<file path="config.mk">
export PLATFORM = sky130hd
export DESIGN_NAME = instr_fetch_unit_flat
export DESIGN_NICKNAME = d
export VERILOG_FILES = /design/src/rtl/instr_fetch_unit_if.sv /design/src/rtl/instr_fetch_unit.sv /design/src/flat_wrapper.sv
export SDC_FILE = /design/constraint.sdc
export NUM_CORES = 1
export LEC_CHECK = 0
export BUFFER_PORTS_ARGS = -buffer_cell sky130_fd_sc_hd__buf_2
export CORE_MARGIN = 2
export CORE_UTILIZATION = 50
export CTS_CLUSTER_DIAMETER = 80
export CTS_CLUSTER_SIZE = 40
export DETAILED_ROUTE_END_ITERATION = 6
export GPL_ROUTABILITY_DRIVEN = 0
export PLACE_DENSITY = 0.79
export SETUP_SLACK_MARGIN = 0.4
export SLEW_MARGIN = 20
export SYNTH_ARGS = -nofsm -noshare
export SYNTH_HDL_FRONTEND = slang
export SYNTH_SLANG_ARGS = --single-unit
</file>
<file path="constraint.sdc">
create_clock -name CLK -period 3.8 [get_ports CLK]
set_input_delay 0.38 -clock CLK [delete_from_list [all_inputs] [get_ports CLK]]
set_output_delay 0.38 -clock CLK [all_outputs]
set_load 0.03 [all_outputs]
</file>
<file path="src/rtl/instr_fetch_unit_if.sv">
// Fetch-unit bus bundle: instruction-memory request/response, the decode-side
// valid/ready buffer and the branch redirect inputs.
interface instr_fetch_unit_if #(
    parameter int AW = 64
);
    logic          imem_req;
    logic [AW-1:0] imem_addr;
    logic          imem_ack;
    logic [31:0]   imem_rdata;
    logic          instr_valid;
    logic [31:0]   instr;
    logic [AW-1:0] instr_pc;
    logic          instr_ready;
    logic          br_taken;
    logic [AW-1:0] br_pc;
    logic [AW-1:0] br_offset;

    // Fetch unit side
    modport master (
        output imem_req, imem_addr, instr_valid, instr, instr_pc,
        input  imem_ack, imem_rdata, instr_ready, br_taken, br_pc, br_offset
    );

    // Environment side: memory, decode and branch resolution
    modport slave (
        input  imem_req, imem_addr, instr_valid, instr, instr_pc,
        output imem_ack, imem_rdata, instr_ready, br_taken, br_pc, br_offset
    );
endinterface

</file>
<file path="src/rtl/instr_fetch_unit.sv">
// Instruction fetch stage: holds the PC, issues one request at a time to a
// variable-latency instruction memory, buffers one word for decode and
// redirects on taken branches (target = br_pc + br_offset, wrapping).
// A redirect while a request is in flight cannot withdraw it, so the stale
// response is drained and dropped before fetching the new target.
module instr_fetch_unit #(
    parameter int AW      = 64,
    parameter int PC_STEP = 4
) (
    input  logic                CLK,
    input  logic                resetl,
    input  logic [AW-1:0]       startpc,
    instr_fetch_unit_if.master  bus
);

    localparam logic [1:0] ST_IDLE  = 2'd0;
    localparam logic [1:0] ST_FETCH = 2'd1;
    localparam logic [1:0] ST_HOLD  = 2'd2;
    localparam logic [1:0] ST_DRAIN = 2'd3;

    localparam logic [AW-1:0] PC_INC = AW'(PC_STEP);

    logic [1:0]    state_r;
    logic [AW-1:0] pc_r;
    logic [AW-1:0] req_addr_r;
    logic          req_r;
    logic          valid_r;
    logic [31:0]   instr_r;
    logic [AW-1:0] instr_pc_r;

    logic [1:0]    state_s;
    logic [AW-1:0] pc_s;
    logic [AW-1:0] req_addr_s;
    logic          req_s;
    logic          valid_s;
    logic [31:0]   instr_s;
    logic [AW-1:0] instr_pc_s;
    logic [AW-1:0] target_s;
    logic [AW-1:0] pc_inc_s;

    // Next-state and datapath decisions; a branch outranks every other event
    always_comb begin
        target_s   = bus.br_pc + bus.br_offset;
        pc_inc_s   = pc_r + PC_INC;
        state_s    = state_r;
        pc_s       = pc_r;
        req_addr_s = req_addr_r;
        valid_s    = valid_r;
        instr_s    = instr_r;
        instr_pc_s = instr_pc_r;

        case (state_r)
            ST_IDLE: begin
                state_s = ST_FETCH;
                if (bus.br_taken) begin
                    pc_s       = target_s;
                    req_addr_s = target_s;
                end else begin
                    req_addr_s = pc_r;
                end
            end
            ST_FETCH: begin
                if (bus.br_taken) begin
                    pc_s = target_s;
                    if (bus.imem_ack) begin
                        // Response arrives with the redirect: drop it, fetch target now
                        req_addr_s = target_s;
                        state_s    = ST_FETCH;
                    end else begin
                        // Request stays on the bus; its response must be discarded
                        state_s = ST_DRAIN;
                    end
                end else if (bus.imem_ack) begin
                    instr_s    = bus.imem_rdata;
                    instr_pc_s = req_addr_r;
                    valid_s    = 1'b1;
                    state_s    = ST_HOLD;
                end else begin
                    state_s = ST_FETCH;
                end
            end
            ST_HOLD: begin
                if (bus.br_taken) begin
                    valid_s    = 1'b0;
                    pc_s       = target_s;
                    req_addr_s = target_s;
                    state_s    = ST_FETCH;
                end else if (bus.instr_ready) begin
                    valid_s    = 1'b0;
                    pc_s       = pc_inc_s;
                    req_addr_s = pc_inc_s;
                    state_s    = ST_FETCH;
                end else begin
                    state_s = ST_HOLD;
                end
            end
            ST_DRAIN: begin
                if (bus.br_taken) begin
                    // Latest redirect wins; the old request is still outstanding
                    pc_s    = target_s;
                    state_s = ST_DRAIN;
                end else if (bus.imem_ack) begin
                    req_addr_s = pc_r;
                    state_s    = ST_FETCH;
                end else begin
                    state_s = ST_DRAIN;
                end
            end
            default: begin
                state_s = ST_IDLE;
                valid_s = 1'b0;
            end
        endcase

        req_s = (state_s == ST_FETCH) || (state_s == ST_DRAIN);
    end

    // State and output registers with synchronous active-low reset
    always_ff @(posedge CLK) begin
        if (!resetl) begin
            state_r    <= ST_IDLE;
            pc_r       <= startpc;
            req_addr_r <= startpc;
            req_r      <= 1'b0;
            valid_r    <= 1'b0;
            instr_r    <= 32'd0;
            instr_pc_r <= {AW{1'b0}};
        end else begin
            state_r    <= state_s;
            pc_r       <= pc_s;
            req_addr_r <= req_addr_s;
            req_r      <= req_s;
            valid_r    <= valid_s;
            instr_r    <= instr_s;
            instr_pc_r <= instr_pc_s;
        end
    end

    assign bus.imem_req    = req_r;
    assign bus.imem_addr   = req_addr_r;
    assign bus.instr_valid = valid_r;
    assign bus.instr       = instr_r;
    assign bus.instr_pc    = instr_pc_r;

endmodule
</file>
<file path="src/flat_wrapper.sv">
// flat-port wrapper written by rule: the top's interface ports become plain ports
module instr_fetch_unit_flat 
#(
    parameter int AW      = 64,
    parameter int PC_STEP = 4
)
  (CLK, resetl, startpc, bus_imem_req, bus_imem_addr, bus_instr_valid, bus_instr, bus_instr_pc, bus_imem_ack, bus_imem_rdata, bus_instr_ready, bus_br_taken, bus_br_pc, bus_br_offset);
  instr_fetch_unit_if #(.AW(AW)) bus_i ();
  input  logic CLK;
  input  logic resetl;
  input  logic [AW-1:0] startpc;
  output wire logic [$bits(bus_i.imem_req)-1:0] bus_imem_req;
  output wire logic [$bits(bus_i.imem_addr)-1:0] bus_imem_addr;
  output wire logic [$bits(bus_i.instr_valid)-1:0] bus_instr_valid;
  output wire logic [$bits(bus_i.instr)-1:0] bus_instr;
  output wire logic [$bits(bus_i.instr_pc)-1:0] bus_instr_pc;
  input wire logic [$bits(bus_i.imem_ack)-1:0] bus_imem_ack;
  input wire logic [$bits(bus_i.imem_rdata)-1:0] bus_imem_rdata;
  input wire logic [$bits(bus_i.instr_ready)-1:0] bus_instr_ready;
  input wire logic [$bits(bus_i.br_taken)-1:0] bus_br_taken;
  input wire logic [$bits(bus_i.br_pc)-1:0] bus_br_pc;
  input wire logic [$bits(bus_i.br_offset)-1:0] bus_br_offset;
  assign bus_imem_req = bus_i.imem_req;
  assign bus_imem_addr = bus_i.imem_addr;
  assign bus_instr_valid = bus_i.instr_valid;
  assign bus_instr = bus_i.instr;
  assign bus_instr_pc = bus_i.instr_pc;
  assign bus_i.imem_ack = bus_imem_ack;
  assign bus_i.imem_rdata = bus_imem_rdata;
  assign bus_i.instr_ready = bus_instr_ready;
  assign bus_i.br_taken = bus_br_taken;
  assign bus_i.br_pc = bus_br_pc;
  assign bus_i.br_offset = bus_br_offset;
  instr_fetch_unit #(.AW(AW), .PC_STEP(PC_STEP)) u_core (.CLK(CLK), .resetl(resetl), .startpc(startpc), .bus(bus_i));
endmodule
</file>
# After elaboration in Yosys (flattened, before gate mapping)
# Cells that the tools add are included.
# word_totals
regBits,228
input_bits,229
out_inout_bits,162
word_cells,53
# op_classes
add_sub_neg,2
eq_ne,13
muxes,23
bitwise_logic,1
n_reduce_logical,7
# op_table
operator,n
64-bit two-way mux,9
64-bit case mux with 4 select lines,1
64-bit case mux with 2 select lines,1
64-bit by 3-bit adder with 64-bit output (second input constant),1
64-bit adder,1
3-bit inequality test (second input constant),5
2-bit two-way mux,6
2-bit case mux with 4 select lines,1
2-bit == test (second input constant),3
5-bit AND reduction,1
2-bit by 1-bit == test with 1-bit output (second input constant),2
1-bit two-way mux,4
2-bit inequality test (second input constant),2
4-bit inequality test (second input constant),1
4-bit AND reduction,1
3-bit AND reduction,1
3-bit OR reduction,1
2-bit logical NOT,1
1-bit case mux with 2 select lines,1
2-bit nonzero test,1
1-bit logical OR,1
1-bit inverter,1

# Depth between registers and ports, before layout
# depth
ltp_word,5
ltp_mapped,13

# Worst setup path after synthesis
# Ideal clock, no wire load.
# synth_timing
path_type,input -> register
start,in bus_br_taken
end,reg u_core.pc_r[0] (enable)
arrival_time_ps,3151
setup_slack_ps,226
stages,7
path_buffers,3
cell_sequence,clkbuf_1 -> clkinv_1 -> nand2_1 -> clkbuf_1 -> clkbuf_1 -> nor3_1 -> nand2_1
# synth_via
elab_chain_len,1
# synth_lines
item,line,rtl
start: declaration,flat_wrapper.sv:20,input wire logic [$bits(bus_i.br_taken)-1:0] bus_br_taken;
4-bit inequality test (no source line),n/a,
end signal: assignment,instr_fetch_unit.sv:122,pc_r <= startpc;
end signal: assignment,instr_fetch_unit.sv:130,pc_r <= pc_s;
end: declaration,instr_fetch_unit.sv:24,logic [AW-1:0] pc_r;
# No other way between the ends.
# A chain may end at the register's enable or synchronous reset.

# Final worst setup path
# layout_timing
start,reg u_core.pc_r[13]
end,reg u_core.req_addr_r[45] (netlist: u_core.bus.imem_addr[45]) (data pin)
# layout_via
elab_chain_len,5
# layout_lines
item,line,rtl
64-bit by 3-bit adder with 64-bit output,instr_fetch_unit.sv:44,pc_inc_s = pc_r + PC_INC;
64-bit two-way mux,instr_fetch_unit.sv:88,end else if (bus.instr_ready) begin
64-bit two-way mux,instr_fetch_unit.sv:83,if (bus.br_taken) begin
64-bit case mux with 4 select lines,instr_fetch_unit.sv:52,case (state_r)
64-bit two-way mux,instr_fetch_unit.sv:120,if (!resetl) begin
end signal: assignment,instr_fetch_unit.sv:123,req_addr_r <= startpc;
end signal: assignment,instr_fetch_unit.sv:131,req_addr_r <= req_addr_s;
end: declaration,instr_fetch_unit.sv:25,logic [AW-1:0] req_addr_r;
# No other way between the ends. The select of a mux whose other input is x is not followed.

==> results.yml <==
yosys:
  netlist_top_cells_area: "sky130_fd_sc_hd__edfxtp_1 (22%), sky130_fd_sc_hd__dfxtp_1 (11%), sky130_fd_sc_hd__nand2_1 (10%)"
  share_of_synthesized_cell_area_in_full_adder_half_adder_and_majority_cells: 0.04749
  post-synth-top-area-fraction: 0.2191
  syn_inst: 2286
  ys_warn_count: 0
  synth_compound_area_frac: 0.2569
  synth_area_in_xor_xnor: 0.05341
  yosysUniqueCellTypes: 82
  yosysSeqAreaShare: 0.3320
  synth_area_sq_um: 17550
  postSynthRegisterBits: 227
  ys_dominant_reg_cell: "sky130_fd_sc_hd__edfxtp_1"
  async_reset_ff_frac: 0
  synthesis.nets: 2581
  postSynthAreaPerCell_sq_um: 7.675
  main_combinational_cell_family_by_area_after_synthesis: "compound AO/OA/AOI/OAI gates"
  synth_simple_gate_area_frac: 0.2283
  synth.area.mux_share: 0.03509
  synthDominantAreaCellType: "sky130_fd_sc_hd__edfxtp_1"
  number_of_enable_flip_flop_cells_after_synthesis: 128
cells_and_area:
  fin_area_sq_um: 20430
  post-route-util: 0.5915
  nets: 2875
  share_of_cells_above_drive_strength_1: 0.2111
  areaGrowthSynthToFinish_pct: 16.45
  n_fill_cell: 3130
worst_setup_path:
  critical_path.reg2reg.endpoint: "u_core.bus.imem_addr[45]"
  arrival_time_of_data_at_the_critical_path_endpoint_ps: 3680
  critPathLaunch: "u_core.pc_r[13]"
  cp_max_fo: 7
  timing.rr.start: "u_core.pc_r[13]"
  worst_case_reg_to_reg_path_depth: 10
  endpoint_kind: "flop"
  crit_end: "u_core.bus.imem_addr[45]"
  worst-endpoint-required_ps: 4140
  sort_of_element_at_the_start_of_the_critical_path: "flop"
  criticalPathCategory: "reg2reg"
  reg2reg_slack_ps: 460
power:
  leakagePower_nw: 8.617
  irDropWorstVdd_mv: 0.3754
  cellPowerDensity_nw_per_um2: 364.4
sta:
  finalClockSkew_ps: 43.50
  setup_viol: 0
  count_of_pins_over_their_slew_limit: 0
  finalSetupTns_ps: 0
  timing.final.crit_period_ps: 3339
  slew_at_the_pin_with_the_worst_max_slew_slack_ps: 1075
  post-route-period-util: 0.8787
  fmax_ghz: 0.2995
  timing.max_slew.rel_slack: 0.2831
  grt_setup_unrepaired: "yes"
  final-hold-violation-count: 0
place:
  detailedPlacementHpwl_mm: 46.69
  place.port_buffers: 390
  placedInstanceArea_sq_um: 19910
floorplan:
  total_die_area_sq_um: 36610
  die_x_um: 191.3
  fp.dieH_um: 191.3
  io_pins: 391
  rows: 68
  start_util: 0.5079
  core-area_sq_um: 34540
routing:
  routed-via-count: 19180
  initialDrtViolationCount: 2422
  drt_wl_total_mm: 62.63
  wire_per_inst_um: 20.57
  drt_pre_antenna_iters: 6
  drc_errors: 0
  antenna_left: 0
  avgViaCountPerCell: 6.302
clock_network:
  clock_tree.root_cell: "sky130_fd_sc_hd__clkbuf_16"
  htreeDepth: 1
  cts.hold.buffers_added: 0
  clock_sink_count: 227
  clockBufferDepth: 3
  cts-buffers-inserted: 12
  clock_insertion_delay_worst_skew_ps: 520
  clk_pin_slew_ps: 130
  tritoncts: "done"
job:
  maxCapViolCount: 0
global_route:
  grt_pass1_vias: 17600
  grt_pass1_wl_mm: 95.45
  grt_start_max_net_pins: 97
  grt-ovfl-total: 0
  initial_antenna_violation_count: 7
  grtUsageTotal: 0.3278
min_path:
  worstHoldPathType: "in2reg"
status:
  status: "finished, final reports clean"
[routing by layer]
metal	part of all wire	GRT usage	vias to the layer above	wire length (um)
met5	0.00097	0	-	61
met4	0.046	0.1447	8	2881
met3	0.13	0.06940	201	8284
met2	0.43	0.5007	1331	26830
met1	0.39	0.4455	8790	24570
li1	-	-	8852	-
[area by class of cell]
cell class	instances	area, sq um	area share
multi-input cells	1843	10960	0.5366
flip-flops and latches	227	5829	0.2853
repair buffers	455	2482	0.1215
well taps	455	569.3	0.02786
clock buffers	13	325.3	0.01592
inverters	41	158.9	0.007777
clock inverters	7	95.09	0.004654
diodes	3	7.507	0.0003674
[Yosys cell counts, types with 14 or more instances]
cell / number
sky130_fd_sc_hd__a211oi_1: 18
sky130_fd_sc_hd__a21o_1: 57
sky130_fd_sc_hd__a21oi_1: 239
sky130_fd_sc_hd__a221oi_1: 14
sky130_fd_sc_hd__a31oi_1: 23
sky130_fd_sc_hd__and2_1: 17
sky130_fd_sc_hd__and3_1: 28
sky130_fd_sc_hd__buf_1: 22
sky130_fd_sc_hd__clkbuf_1: 147
sky130_fd_sc_hd__dfxtp_1: 99
sky130_fd_sc_hd__edfxtp_1: 128
sky130_fd_sc_hd__ha_1: 65
sky130_fd_sc_hd__inv_1: 39
sky130_fd_sc_hd__mux2_2: 20
sky130_fd_sc_hd__mux2i_1: 39
sky130_fd_sc_hd__nand2_1: 467
sky130_fd_sc_hd__nand3_1: 65
sky130_fd_sc_hd__nand4_1: 45
sky130_fd_sc_hd__nor2_1: 157
sky130_fd_sc_hd__nor2b_1: 15
sky130_fd_sc_hd__nor3_1: 33
sky130_fd_sc_hd__o211ai_1: 37
sky130_fd_sc_hd__o21ai_0: 164
sky130_fd_sc_hd__o21bai_1: 22
sky130_fd_sc_hd__o31ai_1: 15
sky130_fd_sc_hd__xnor2_1: 57
sky130_fd_sc_hd__xor2_1: 50
[what timing repair did]
item	CTS	global route
pin swaps	0	2
buffers inserted	0	7
endpoints found under the hold margin	0	0
gates resized for setup	1	8
endpoints found under the setup margin	1	27
[placed cells by master, fill, tap and decap left out, types with 64 or more instances in the layout]
master	count
sky130_fd_sc_hd__nand2_1	462
sky130_fd_sc_hd__buf_2	388
sky130_fd_sc_hd__a21oi_1	239
sky130_fd_sc_hd__o21ai_0	164
sky130_fd_sc_hd__nor2_1	154
sky130_fd_sc_hd__edfxtp_1	128
sky130_fd_sc_hd__dfxtp_1	98
sky130_fd_sc_hd__nand3_1	65
sky130_fd_sc_hd__ha_1	65
sky130_fd_sc_hd__buf_4	64
[cells by family after synthesis]
family / Yosys count
AO/OA/AOI/OAI: 715
XOR/XNOR: 107
adder cells (fa/ha/maj): 66
buffers and inverters: 216
flip-flops: 227
multiplexers: 59
AND/OR/NAND/NOR: 896
[how the worst min path moves through the flow]
stage                    startpoint                   end  depth (start not counted)
2_1_floorplan     bus_imem_rdata[0]   u_core.bus.instr[0]                          2
3_3_place_gp    u_core.bus.instr[2]   u_core.bus.instr[2]                          2
3_5_place_dp   u_core.bus.instr[23]  u_core.bus.instr[23]                          2
4_1_cts           bus_imem_rdata[4]   u_core.bus.instr[4]                          3
5_1_grt          bus_imem_rdata[11]  u_core.bus.instr[11]                          3
6_report         bus_imem_rdata[11]  u_core.bus.instr[11]                          3
[worst max-delay path: stages (launching register included)]
cell                       delay (ps)
sky130_fd_sc_hd__edfxtp_1         530
sky130_fd_sc_hd__nand3_2          180
sky130_fd_sc_hd__or4_1            720
sky130_fd_sc_hd__nor3_1           450
sky130_fd_sc_hd__and3_1           320
sky130_fd_sc_hd__and3_1           260
sky130_fd_sc_hd__nand3_1          110
sky130_fd_sc_hd__xor2_1           160
sky130_fd_sc_hd__a21oi_1          190
sky130_fd_sc_hd__nand4_1          110
sky130_fd_sc_hd__o211ai_1         150
[power by group]
| part | total, mW | internal, mW | switching, mW |
|---|---|---|---|
| sequential | 3.19 | 2.90 | 0.298 |
| combinational | 2.64 | 0.935 | 1.70 |
| clock | 1.62 | 0.682 | 0.935 |
[state kept, by name (all words and copies together), names as in the netlist]
| signal | cells |
|---|---|
| u_core.bus.imem_addr | 64 |
| u_core.bus.instr_pc | 64 |
| u_core.pc_r | 64 |
| u_core.bus.instr | 32 |
| u_core.state_r | 2 |
| u_core.bus.instr_valid | 1 |
[per-stage QoR]
step	power [mW]	worst slack, ps	std cells	hold WS [ps]
finish	7.446	460.8	3044	95.74
global route	7.756	344.6	3043	85.41
detailed placement	5.772	138.9	3014	444.6
CTS	7.368	388.0	3034	85.56
global placement	5.691	139.9	3014	438.4
floorplan	4.861	429.6	2286	516.0
Note: power is estimated with default switching activity, not from simulation.
